### src/rtl/score_counter.sv
// Score accumulator for the Space Invaders HUD: saturating score, persistent high score,
// extra-life pulses at fixed score intervals and a frame-timed new-high-score flash.
module score_counter #(
    parameter int MAX_SCORE    = 999,
    parameter int LIFE_STEP    = 250,
    parameter int PTS_TYPE0    = 10,
    parameter int PTS_TYPE1    = 20,
    parameter int PTS_TYPE2    = 30,
    parameter int PTS_TYPE3    = 50,
    parameter int FLASH_FRAMES = 32
) (
    input  logic       clk,
    input  logic       resetN,
    input  logic       new_game,
    input  logic       game_over,
    input  logic       start_of_frame,
    input  logic       hit_valid,
    input  logic [1:0] hit_type,
    input  logic       bonus_valid,
    input  logic [6:0] bonus_points,
    output logic [9:0] score,
    output logic [9:0] high_score,
    output logic       score_changed,
    output logic       extra_life,
    output logic       hs_flash,
    output logic       playing
);

    localparam logic [1:0] IDLE = 2'd0;
    localparam logic [1:0] PLAY = 2'd1;
    localparam logic [1:0] OVER = 2'd2;

    localparam int             FW         = $clog2(FLASH_FRAMES + 1);
    localparam logic [10:0]    MAX11      = 11'(MAX_SCORE);
    localparam logic [10:0]    STEP11     = 11'(LIFE_STEP);
    localparam logic [FW-1:0]  FLASH_LOAD = FW'(FLASH_FRAMES);

    logic [1:0]    state;
    logic [10:0]   next_life;
    logic [FW-1:0] flash_cnt;
    logic          hs_beaten;

    logic          upd;
    logic [10:0]   sum;
    logic [9:0]    new_score;
    logic          life_hit;
    logic          hs_new;

    function automatic logic [10:0] hit_pts(input logic [1:0] t);
        case (t)
            2'd0:    return 11'(PTS_TYPE0);
            2'd1:    return 11'(PTS_TYPE1);
            2'd2:    return 11'(PTS_TYPE2);
            default: return 11'(PTS_TYPE3);
        endcase
    endfunction

    function automatic logic [9:0] sat_score(input logic [10:0] s);
        return (s > MAX11) ? MAX11[9:0] : s[9:0];
    endfunction

    // new_game overrides any event arriving in the same cycle
    always_comb begin
        upd       = (state == PLAY) && !new_game && (hit_valid || bonus_valid);
        sum       = {1'b0, score}
                  + (hit_valid   ? hit_pts(hit_type)     : 11'd0)
                  + (bonus_valid ? {4'd0, bonus_points}  : 11'd0);
        new_score = sat_score(sum);
        life_hit  = (next_life <= MAX11) && ({1'b0, new_score} >= next_life);
        hs_new    = new_score > high_score;
    end

    always_ff @(posedge clk or negedge resetN) begin
        if (!resetN) begin
            state         <= IDLE;
            score         <= 10'd0;
            high_score    <= 10'd0;
            next_life     <= STEP11;
            flash_cnt     <= '0;
            hs_beaten     <= 1'b0;
            score_changed <= 1'b0;
            extra_life    <= 1'b0;
        end else if (new_game) begin
            state         <= PLAY;
            score_changed <= (score != 10'd0);
            extra_life    <= 1'b0;
            score         <= 10'd0;
            next_life     <= STEP11;
            hs_beaten     <= 1'b0;
            flash_cnt     <= '0;
        end else begin
            score_changed <= upd && (new_score != score);
            extra_life    <= upd && life_hit;
            if (upd)
                score <= new_score;
            if (upd && life_hit)
                next_life <= next_life + STEP11;
            if (upd && hs_new)
                high_score <= new_score;
            // flash window starts only on the first improvement of a game
            if (upd && hs_new && !hs_beaten) begin
                hs_beaten <= 1'b1;
                flash_cnt <= FLASH_LOAD;
            end else if (start_of_frame && (flash_cnt != '0)) begin
                flash_cnt <= flash_cnt - FW'(1);
            end
            if ((state == PLAY) && game_over)
                state <= OVER;
        end
    end

    assign hs_flash = (flash_cnt != '0);
    assign playing  = (state == PLAY);

endmodule

### config.mk
export PLATFORM = sky130hd
export DESIGN_NAME = score_counter
export DESIGN_NICKNAME = d
export VERILOG_FILES = /design/src/rtl/score_counter.sv
export SDC_FILE = /design/constraint.sdc
export NUM_CORES = 1
export LEC_CHECK = 0
export BUFFER_PORTS_ARGS = -buffer_cell sky130_fd_sc_hd__buf_2
export CAP_MARGIN = 15
export CORE_MARGIN = 2
export CORE_UTILIZATION = 25
export CTS_CLUSTER_DIAMETER = 60
export CTS_CLUSTER_SIZE = 40
export DETAILED_ROUTE_END_ITERATION = 7
export SLEW_MARGIN = 15
export SYNTH_ARGS = -nofsm -noshare
export SYNTH_HDL_FRONTEND = slang
export SYNTH_SLANG_ARGS = --single-unit
### constraint.sdc
create_clock -name clk -period 6.4 [get_ports clk]
set_input_delay 1.92 -clock clk [delete_from_list [all_inputs] [get_ports clk]]
set_output_delay 1.92 -clock clk [all_outputs]
set_load 0.1 [all_outputs]
==> impl_results.md, run 1 <==
- RD Place Congestion: 0.8861
- Detailed Route Iter0 Violations: 144
- Top cell type's share of synthesized area: 0.2665
- Finished Core Util: 0.3636
- Final Max Slew Viols: 0
- Clock power frac: 0.129
- Total die area: 0.01408 mm^2
- Synth area leader: dfrtp_1
- Worst skew pair latency: 0.28 ns
- Clk pin slew, worst setup/hold paths: 0.06 ns
- Port-buffer cells: 39
- Ys Warns: 0
- Final TNS setup: -2.724 ns
- Final worst setup slack: -0.2553 ns
- Worst r2r path cells: 20
- Area grow syn2layout: 40.73%
- Crit path capture: high_score[9]
- CTS tree: built
- Async SR Flop Fraction: 1.000
- Top area cells in the synthesized netlist: dfrtp_1 27%, ha_1 12%, dfstp_2 4.8%
- I/O pins: 40
- # fillers: 1318
- Min Tclk post-route: 6.655 ns
- Root Driver: clkbuf_16
- Bufs and invs on worst path: 5
- DRC Markers: 0
- Leakage: 2.161 nW
- Post-route total power: 1.964 mW
- RSZ-0062 raised after global routing: true
- Rows: 41
- Initial antenna violation count: 0
- R2R setup slack: 1.10 ns
- Fin Hold WS: 0.5208 ns
- Psw: 999.8 uW
- Max H-tree Level: 2
- Sw Ratio: 0.5091
- Crit. Startpoint: hit_type[1]
- Vias in the first global route: 3094
- Max_slew headroom: 0.3774
- Largest net degree at the start of global routing: 42
- Worst-path cell chain: buf_12 > inv_16 > ha_4 > nor2b_2 > fa_1 > ha_2 > inv_2 > fa_2 > and2b_1 > o22a_4 > xnor2_4 > a2111o_1 > or4b_4 > nand2_8 > nor2_4 > inv_2 > ha_4 > a21oi_4 > or4_1 > o22ai_1 > or3_1 > nor3b_4 > buf_6 > mux2_4
- Final count of hold timing violations: 0
- Mapped Avg Cell Area: 9.105 um^2
- Final setup fails: 18
- Fin Clk Skew: 0.006612 ns
- Gr ovfl total: 0
- Post-route ant nets: 0
- Violated checks: setup timing
- Internal Power: 964.1 uW
- Routed WL: 9.328 mm
- Via count: 3090
- Req. time, crit path: 6.56 ns
- Avg WL per Cell: 14.67 um
- Max incr delay on CP: 0.60 ns
- GRT Total Usage: 0.1312
- Max-Cap Viols: 0
- CTS Buffer Depth: 2
- Final Cycle Share: 1.040
- Detailed Place HPWL: 6.905 mm
- Share of cells above drive strength 1: 0.3836
- Comb power frac: 0.664
- Reg2reg start: score[1]
- Net count after synthesis: 414
- Seq cells post-synth: 41
- Number of inserted diodes: 0
- CP max FO: 5
- R2R Path End: high_score[9]
- Final net count: 516
- Pwr per Cell Area: 424.6 mW/mm^2
- Worst slew pin tran: 0.9339 ns
- Sequential fraction of the synthesis area: 0.3144
- Pre-CTS setup slack: -0.5744 ns
- Crit path arrival time: 6.82 ns
- HP Class: reg -> reg
- CP top delay family: simple AND/OR/NAND/NOR gates
- F_max: 150.3 MHz
- Top FF cell, synth: dfrtp_1
- Core area: 0.01272 mm^2
- EDFF count, synth: 0
- Slowest cell on the critical path: or4b_4
- CTS buffer count: 5
- Status: complete, but fails checks
- Worst setup SP type: input port
- Die Wd: 118.7 um
- TritonCTS sink count: 41
- Crit. End Element: register
- Netlist Area Pre-Place: 0.003287 mm^2
- Worst VDD drop: 438.9 uV
- First-pass GRT wire length: 15.03 mm
- Routed vias/inst: 4.858
- DR pass1 iterations: 4
- Initial Utilization: 0.2584
- Post-synthesis cell type count: 61
- Cell count after synthesis: 361
- Commonest cells in the netlist: 35 x dfrtp_1, 35 x inv_1, 31 x ha_1
- Setup CP Type: in -> reg
- Levels on crit path: 24
- Die height: 118.7 um
- Reg power frac: 0.207
-- how the worst min path moves through the flow --
| stage | cells after the start | slack (ns) | from | to |
|---|---|---|---|---|
| 2_1_floorplan | 1 | 0.45 | hs_beaten | hs_beaten |
| 3_3_place_gp | 2 | 0.50 | state[1] | state[1] |
| 3_5_place_dp | 1 | 0.50 | hs_beaten | hs_beaten |
| 4_1_cts | 1 | 0.51 | hs_beaten | hs_beaten |
| 5_1_grt | 1 | 0.53 | hs_beaten | hs_beaten |
| 6_report | 1 | 0.52 | hs_beaten | hs_beaten |
-- final cells by class --
cell class,instances,area (um^2),area share
flip-flops and latches,41,1033,0.2234
repair buffers,107,763.2,0.1650
inverters,36,163.9,0.03543
multi-input cells,272,2303,0.4980
clock buffers,8,146.4,0.03165
well taps,172,215.2,0.04652
-- kinds of logic (layout without fill, tap and decap cells) --
logic type / count (synthesis) / count (layout) / share of synthesized area
xor+xnor: 16 / 16 / 0.04492
buf+inv: 48 / 151 / 0.06014
simple gates: 124 / 124 / 0.1957
fa+ha+maj: 37 / 37 / 0.1545
mux: 14 / 14 / 0.05367
compound gates: 81 / 81 / 0.1766
flops: 41 / 41 / 0.3144
-- state kept, by name, summed over array words and instances (netlist names) --
| name | count |
|---|---|
| extra_life | 1 |
| flash_cnt | 6 |
| high_score | 10 |
| hs_beaten | 1 |
| next_life | 10 |
| score | 10 |
| score_changed | 1 |
| state | 2 |
-- cell usage in the layout, fill, tap and decap left out, types with 4 or more instances in the layout --
| cell | instances |
|---|---|
| or4_1 | 4 |
| dfrtp_1 | 35 |
| inv_2 | 5 |
| a211oi_1 | 7 |
| o21ai_0 | 10 |
| and2_1 | 8 |
| a21o_1 | 6 |
| inv_1 | 27 |
| a311oi_1 | 5 |
| a21oi_1 | 16 |
| dfstp_2 | 6 |
| buf_2 | 36 |
| clkbuf_16 | 5 |
| buf_6 | 8 |
| fa_1 | 5 |
| mux2_4 | 8 |
| a31oi_1 | 4 |
| and3_1 | 5 |
| or3_1 | 4 |
| nor3_1 | 8 |
| ha_1 | 22 |
| nand2_1 | 25 |
| ha_4 | 6 |
| mux2i_1 | 5 |
| nand3_1 | 13 |
| nor2_1 | 25 |
| xnor2_1 | 10 |
| buf_4 | 61 |
| nand4_1 | 6 |
-- worst register-to-register path: cells and delay by family, from the launching register on --
kind / cells / cell delay (ns)
AO/OA/AOI/OAI: 4 / 0.82
AND/OR/NAND/NOR: 7 / 1.89
buffers and inverters: 3 / 0.30
XOR/XNOR: 1 / 0.06
adder cells (fa/ha/maj): 4 / 1.30
flip-flops: 1 / 0.49
multiplexers: 1 / 0.30
-- what timing repair did --
item / in CTS / in global routing
hold buffers: 0 / 0
setup endpoints to repair: 19 / 28
setup buffers: 17 / 4
pin swaps: 26 / 26
cloned: 0 / 0
resized for setup: 34 / 20
-- power groups by stage --
stage	logic [mW]	clock network [mW]	registers, mW
after floorplan	0.604	0	0.685
after global placement	1.17	0	0.408
after detailed placement	1.19	0	0.407
after CTS	1.27	0.262	0.404
after global routing	1.40	0.270	0.418
final	1.30	0.254	0.406
-- per-stage QoR --
stage	area [um^2]	cells
finish	4626	636
global route	4626	636
CTS	4521	634
detailed placement	4111	610
global placement	4111	610
floorplan	3402	361
-- metal layers --
metal | track usage | wire, um
met1 | 0.1711 | 4204
met5 | 0 | 0
met2 | 0.2231 | 4523
met4 | 0.03869 | 164
met3 | 0.02027 | 436
No activity file was read; power rests on OpenSTA's default activity.
==> inputs of run 2 (changes only) <==
CAP_MARGIN = not set   (was 15)
clock period = 7.25 ns   (was 6.4 ns; I/O delays follow)
==> run 2 against run 1 <==
Against the previous run: the flow now finishes without violations; global-route usage decreased by 0.92 points; routed wire length decreased by 8.1%; setup slack improved by 0.44 ns; utilization decreased by 3.8 points; register-to-register slack improved by 0.82 ns; final cell count decreased by 6.0%; total power decreased by 17%; combinational power decreased by 19%; sequential cell count unchanged; sequential power decreased by 13%.
==> impl_results.md, run 2 (synthesis gave the netlist of run 1 again) <==
- Cell Area, Placed: 0.003841 mm^2
- # fillers: 1370
- Reg power frac: 0.216
- Comb power frac: 0.642
- Clock power frac: 0.142
- Min Tclk post-route: 7.066 ns
- Root Driver: clkbuf_16
- Die Wd: 118.7 um
- Fin Clk Skew: 0.004724 ns
- Hold buffers post-CTS: 0
- Final setup fails: 0
- Max_slew headroom: 0.3728
- Crit path capture: high_score[7]
- R2R setup slack: 1.92 ns
- CP max FO: 5
- Worst skew pair latency: 0.28 ns
- Setup CP Type: in -> reg
- Detailed Route Iter0 Violations: 142
- Worst r2r path cells: 21
- Share of cells above drive strength 1: 0.2746
- Area grow syn2layout: 26.04%
- Largest net degree at the start of global routing: 42
- Final Cycle Share: 0.9746
- GRT Total Usage: 0.1220
- Leakage: 1.938 nW
- CTS buffer count: 5
- Final count of hold timing violations: 0
- Worst setup SP type: input port
- R2R Path End: high_score[7]
- Psw: 840.5 uW
- Vias in the first global route: 2884
- Max H-tree Level: 2
- RD Place Congestion: 0.8387
- Sw Ratio: 0.5144
- Multi-input gate area in the final layout: 0.002138 mm^2
- DR pass1 iterations: 4
- Via count: 2887
- Worst slew pin tran: 0.9408 ns
- Largest registers: high_score: 10 flops, next_life: 10 flops, score: 10 flops
- Total die area: 0.01408 mm^2
- Final Instance Count excl. Fillers: 598
- Crit. Startpoint: hit_type[0]
- Final Max Slew Viols: 0
- Die height: 118.7 um
- Initial Utilization: 0.2584
- HP Class: reg -> reg
- Internal Power: 793.6 uW
- Gr ovfl total: 0
- Status: finished, final reports clean
- Core area: 0.01272 mm^2
- Crit path arrival time: 7.23 ns
- Post-placement cell count: 583
- Routed vias/inst: 4.828
- Rows: 41
- Avg WL per Cell: 14.33 um
- TritonCTS sink count: 41
- Clk pin slew, worst setup/hold paths: 0.06 ns
- Worst VDD drop: 233.2 uV
- I/O pins: 40
- Req. time, crit path: 7.41 ns
- CTS tree: built
- Max-Cap Viols: 0
- Post-route ant nets: 0
- F_max: 141.5 MHz
- First-pass GRT wire length: 14.10 mm
- Storage cell area: 0.001033 mm^2
- Pwr per Cell Area: 394.4 mW/mm^2
- Routed WL: 8.572 mm
- Post-route cell area: 0.004143 mm^2
- CTS Buffer Depth: 2
- DRC Markers: 0
- Most common library cell in the layout ignoring fill and taps: buf_2
- Final net count: 478
- Most frequent cells in the layout: 39 x buf_2, 35 x dfrtp_1, 30 x inv_1
- Port-buffer cells: 39
- Detailed Place HPWL: 6.710 mm
- Reg2reg start: score[1]
- Initial antenna violation count: 0
- Number of inserted diodes: 0
- Crit. End Element: register
- Fin Hold WS: 0.4805 ns
-- run 2: worst min-delay path by stage --
stage / to / from / cells after the start
after floorplan: hs_beaten / hs_beaten / 1
after global placement: hs_beaten / hs_beaten / 1
after detailed placement: hs_beaten / hs_beaten / 1
after CTS: hs_beaten / hs_beaten / 1
after global routing: hs_beaten / hs_beaten / 1
final: hs_beaten / hs_beaten / 1
-- run 2: final cells by class --
class / count / share of cell area
well taps: 172 / 0.05195
clock inverters: 1 / 0.001208
repair buffers: 69 / 0.1117
inverters: 36 / 0.03262
clock buffers: 7 / 0.03685
flip-flops and latches: 41 / 0.2495
multi-input cells: 272 / 0.5162
-- run 2: repair_timing --
item,in CTS,in global routing
setup buffers,0,6
setup endpoints to repair,0,14
gates resized for setup,0,18
-- run 2: worst max-delay path: stages --
cell	delay [ns]
buf_2	0.12
inv_2	0.04
ha_1	0.27
and2_1	0.17
fa_1	0.52
inv_2	0.05
fa_2	0.33
and2b_1	0.23
o211ai_1	0.13
and4b_2	0.29
a2111oi_4	0.38
o41a_1	0.24
nand2_2	0.10
buf_12	0.14
nor2_4	0.12
inv_2	0.06
ha_4	0.26
a21oi_1	0.07
or4_1	0.40
o22ai_1	0.17
or3_1	0.16
nor3b_4	0.30
clkbuf_16	0.22
mux2_4	0.29
-- run 2: metrics by stage --
step           setup slack, ns  total power, mW    util  TNS [ns]
6_report                0.1842            1.634  0.3256         0
3_5_place_dp          -0.07001            1.356  0.3019   -0.3548
4_1_cts                 0.2109            1.595  0.3143         0
5_1_grt               -0.06381            1.742  0.3256   -0.3235
3_3_place_gp           0.07515            1.339  0.3019         0
2_1_floorplan          0.02129            1.115       -         0
-- run 2: routing by layer --
layer / vias to the layer above / GRT usage / routed length [um]
met3: 8 / 0.02124 / 284
met1: 1396 / 0.1596 / 4087
met2: 58 / 0.2073 / 4115
li1: 1425 / - / -
met5: - / 0 / 0
met4: 0 / 0.03199 / 85
-- run 2: power groups by stage --
| stage | clock [mW] | sequential [mW] | combinational, mW |
|---|---|---|---|
| floorplan | 0 | 0.605 | 0.510 |
| CTS | 0.238 | 0.355 | 1.00 |
| global placement | 0 | 0.356 | 0.983 |
| finish | 0.232 | 0.354 | 1.05 |
| global route | 0.247 | 0.363 | 1.13 |
| detailed placement | 0 | 0.358 | 0.998 |
==> inputs of run 3 (changes only) <==
BUFFER_PORTS_ARGS = -buffer_cell sky130_fd_sc_hd__clkbuf_2   (was -buffer_cell sky130_fd_sc_hd__buf_2)
CORE_UTILIZATION = 59   (was 25)
PLACE_DENSITY = 0.81   (was not set)
==> run 3 against run 2 <==
Against the previous run: setup slack improved by 0.039 ns; first-iteration DRC count increased by 65%; sequential share of layout area increased by 2.2 points; total power decreased by 7.7%; clock power decreased by 30%; cell area decreased by 8.1%; final cell count decreased by 18%.
==> impl_results.md, run 3 (synthesis gave the netlist of run 1 again) <==
- Max incr delay on CP: 0.54 ns
- Max H-tree Level: 2
- Hold_sp: next_life[10]
- CP dominant cell by count: inv_1
- Final count of hold timing violations: 0
- Slowest cell on the critical path: or4b_1
- Die Wd: 78.64 um
- CP max FO: 6
- Final Cycle Share: 0.9692
- Final Max Slew Viols: 0
- Via count: 2851
- CTS buffer count: 5
- Largest net degree at the start of global routing: 42
- HP Class: reg -> reg
- Gr ovfl total: 0
- Number of inserted diodes: 0
- Final setup fails: 0
- Worst r2r path cells: 20
- Leakage: 1.862 nW
- RD Place Congestion: 0.9344
- CTS Buffer Depth: 2
- Hold Crit Depth: 1
- Multi-input gate area in the final layout: 0.002083 mm^2
- First-pass GRT wire length: 13.01 mm
- Reg2reg start: score[3]
- Setup CP Type: in -> reg
- Worst VDD drop: 380.0 uV
- DRC Markers: 0
- DR pass1 iterations: 4
- Die height: 78.64 um
- Area grow syn2layout: 15.87%
- Share of cells above drive strength 1: 0.2254
- Final worst setup slack: 0.2229 ns
- Vias in the first global route: 2719
- Port-buffer cells: 39
- R2R setup slack: 2.08 ns
- Most frequent cells in the layout: 39 x clkbuf_2, 35 x inv_1, 35 x dfrtp_1
- F_max: 142.3 MHz
- Final net count: 469
- Avg WL per Cell: 15.52 um
- Core area: 0.005439 mm^2
- Rows: 27
- Largest registers: high_score: 10 flops, next_life: 10 flops, score: 10 flops
- Req. time, crit path: 7.43 ns
- Total die area: 0.006184 mm^2
- Initial antenna violation count: 0
- Initial Utilization: 0.6043
- Bufs and invs on worst path: 5
- Worst slew pin tran: 0.9973 ns
- Worst setup SP type: input port
- # fillers: 427
- Most common library cell in the layout ignoring fill and taps: clkbuf_2
- Routed WL: 7.591 mm
- Cell Area, Placed: 0.003701 mm^2
- Max-Cap Viols: 0
- Clk pin slew, worst setup/hold paths: 0.08 ns
- Status: finished, final reports clean
- Worst skew pair latency: 0.29 ns
- I/O pins: 40
- Finished Core Util: 0.7003
- Fin Clk Skew: 0.006383 ns
- Max_slew headroom: 0.3351
- GRT Total Usage: 0.2626
- CTS tree: built
- Crit. End Element: register
- TritonCTS sink count: 41
- Min Tclk post-route: 7.027 ns
- Detailed Place HPWL: 5.905 mm
- Pre-CTS setup slack: -0.1044 ns
- Setup Fix Bufs, Post-CTS: 0
- R2R Path End: high_score[2]
- Pwr per Cell Area: 395.9 mW/mm^2
- WHS Endpoint: next_life[10]
- Root Driver: clkbuf_8
- Post-route cell area: 0.003809 mm^2
- Post-route ant nets: 0
- Storage cell area: 0.001033 mm^2
- Detailed Route Iter0 Violations: 234
- CP top delay family: simple AND/OR/NAND/NOR gates
- Routed vias/inst: 5.830
- Crit path arrival time: 7.20 ns
- Worst-path cell chain: clkbuf_2 > inv_1 > ha_1 > and2_1 > fa_1 > inv_1 > fa_2 > and2b_1 > o22a_4 > xnor2_2 > a2111o_1 > or4b_1 > nand2_2 > nor2_1 > ha_1 > inv_1 > a21oi_1 > or4_1 > o22ai_1 > or3_1 > nor3b_4 > buf_4 > mux2_2
- RSZ-0062 raised after global routing: false
## run 3: cell type report
type                            instances  area share
Sequential cell                        41      0.2714
Multi-Input combinational cell        272      0.5470
Tap cell                               72     0.02365
Clock inverter                          1    0.001314
Clock buffer                            7     0.02530
Timing Repair Buffer                   60     0.09593
Inverter                               36     0.03548
## run 3: stage by stage
step / instances / total power, mW / hold slack (ns) / setup TNS [ns]
after floorplan: 361 / 1.115 / 0.4548 / 0
after global placement: 481 / 1.317 / 0.4688 / 0
after detailed placement: 481 / 1.336 / 0.4746 / -0.6094
after CTS: 489 / 1.508 / 0.5172 / 0
after global routing: 489 / 1.610 / 0.5450 / 0
final: 489 / 1.508 / 0.5126 / 0
## run 3: worst max-delay path by stage
stage	from	endpoint	depth (start not counted)
global placement	hit_type[0]	high_score[2]	22
global route	hit_type[0]	high_score[2]	23
CTS	hit_type[0]	high_score[2]	22
floorplan	hit_type[0]	high_score[4]	24
detailed placement	hit_type[0]	high_score[2]	22
finish	hit_type[0]	high_score[2]	23
## run 3: report_power, final
group / internal, mW / leakage, nW / total [mW] / switching [mW]
Combinational: 0.322 / 1.29 / 0.991 / 0.668
Sequential: 0.287 / 0.517 / 0.355 / 0.0674
Clock: 0.0860 / 0.0542 / 0.163 / 0.0765
Total: 0.696 / 1.86 / 1.51 / 0.812
## run 3: repair_timing
action | CTS | global route
gates resized for setup | 0 | 3
hold buffers | 0 | 0
endpoints found under the setup margin | 0 | 13
## run 3: metal layers
metal / GRT usage / routed length, um
met3: 0.03103 / 339
met5: 0 / 0
met2: 0.4256 / 3681
met4: 0.04035 / 55
met1: 0.3852 / 3514
## run 3: worst register-to-register path, cell delays in order (launching register included)
cell and delay (ns):
dfrtp_1 0.45, inv_1 0.12, fa_1 0.54, inv_1 0.04, ha_1 0.37, and2b_1 0.22
o22a_4 0.22, xnor2_2 0.13, a2111o_1 0.32, or4b_1 0.54, nand2_2 0.16, nor2_1 0.09
ha_1 0.19, inv_1 0.05, a21oi_1 0.07, or4_1 0.47, o22ai_1 0.14, or3_1 0.15
nor3b_4 0.26, buf_4 0.18, mux2_2 0.33
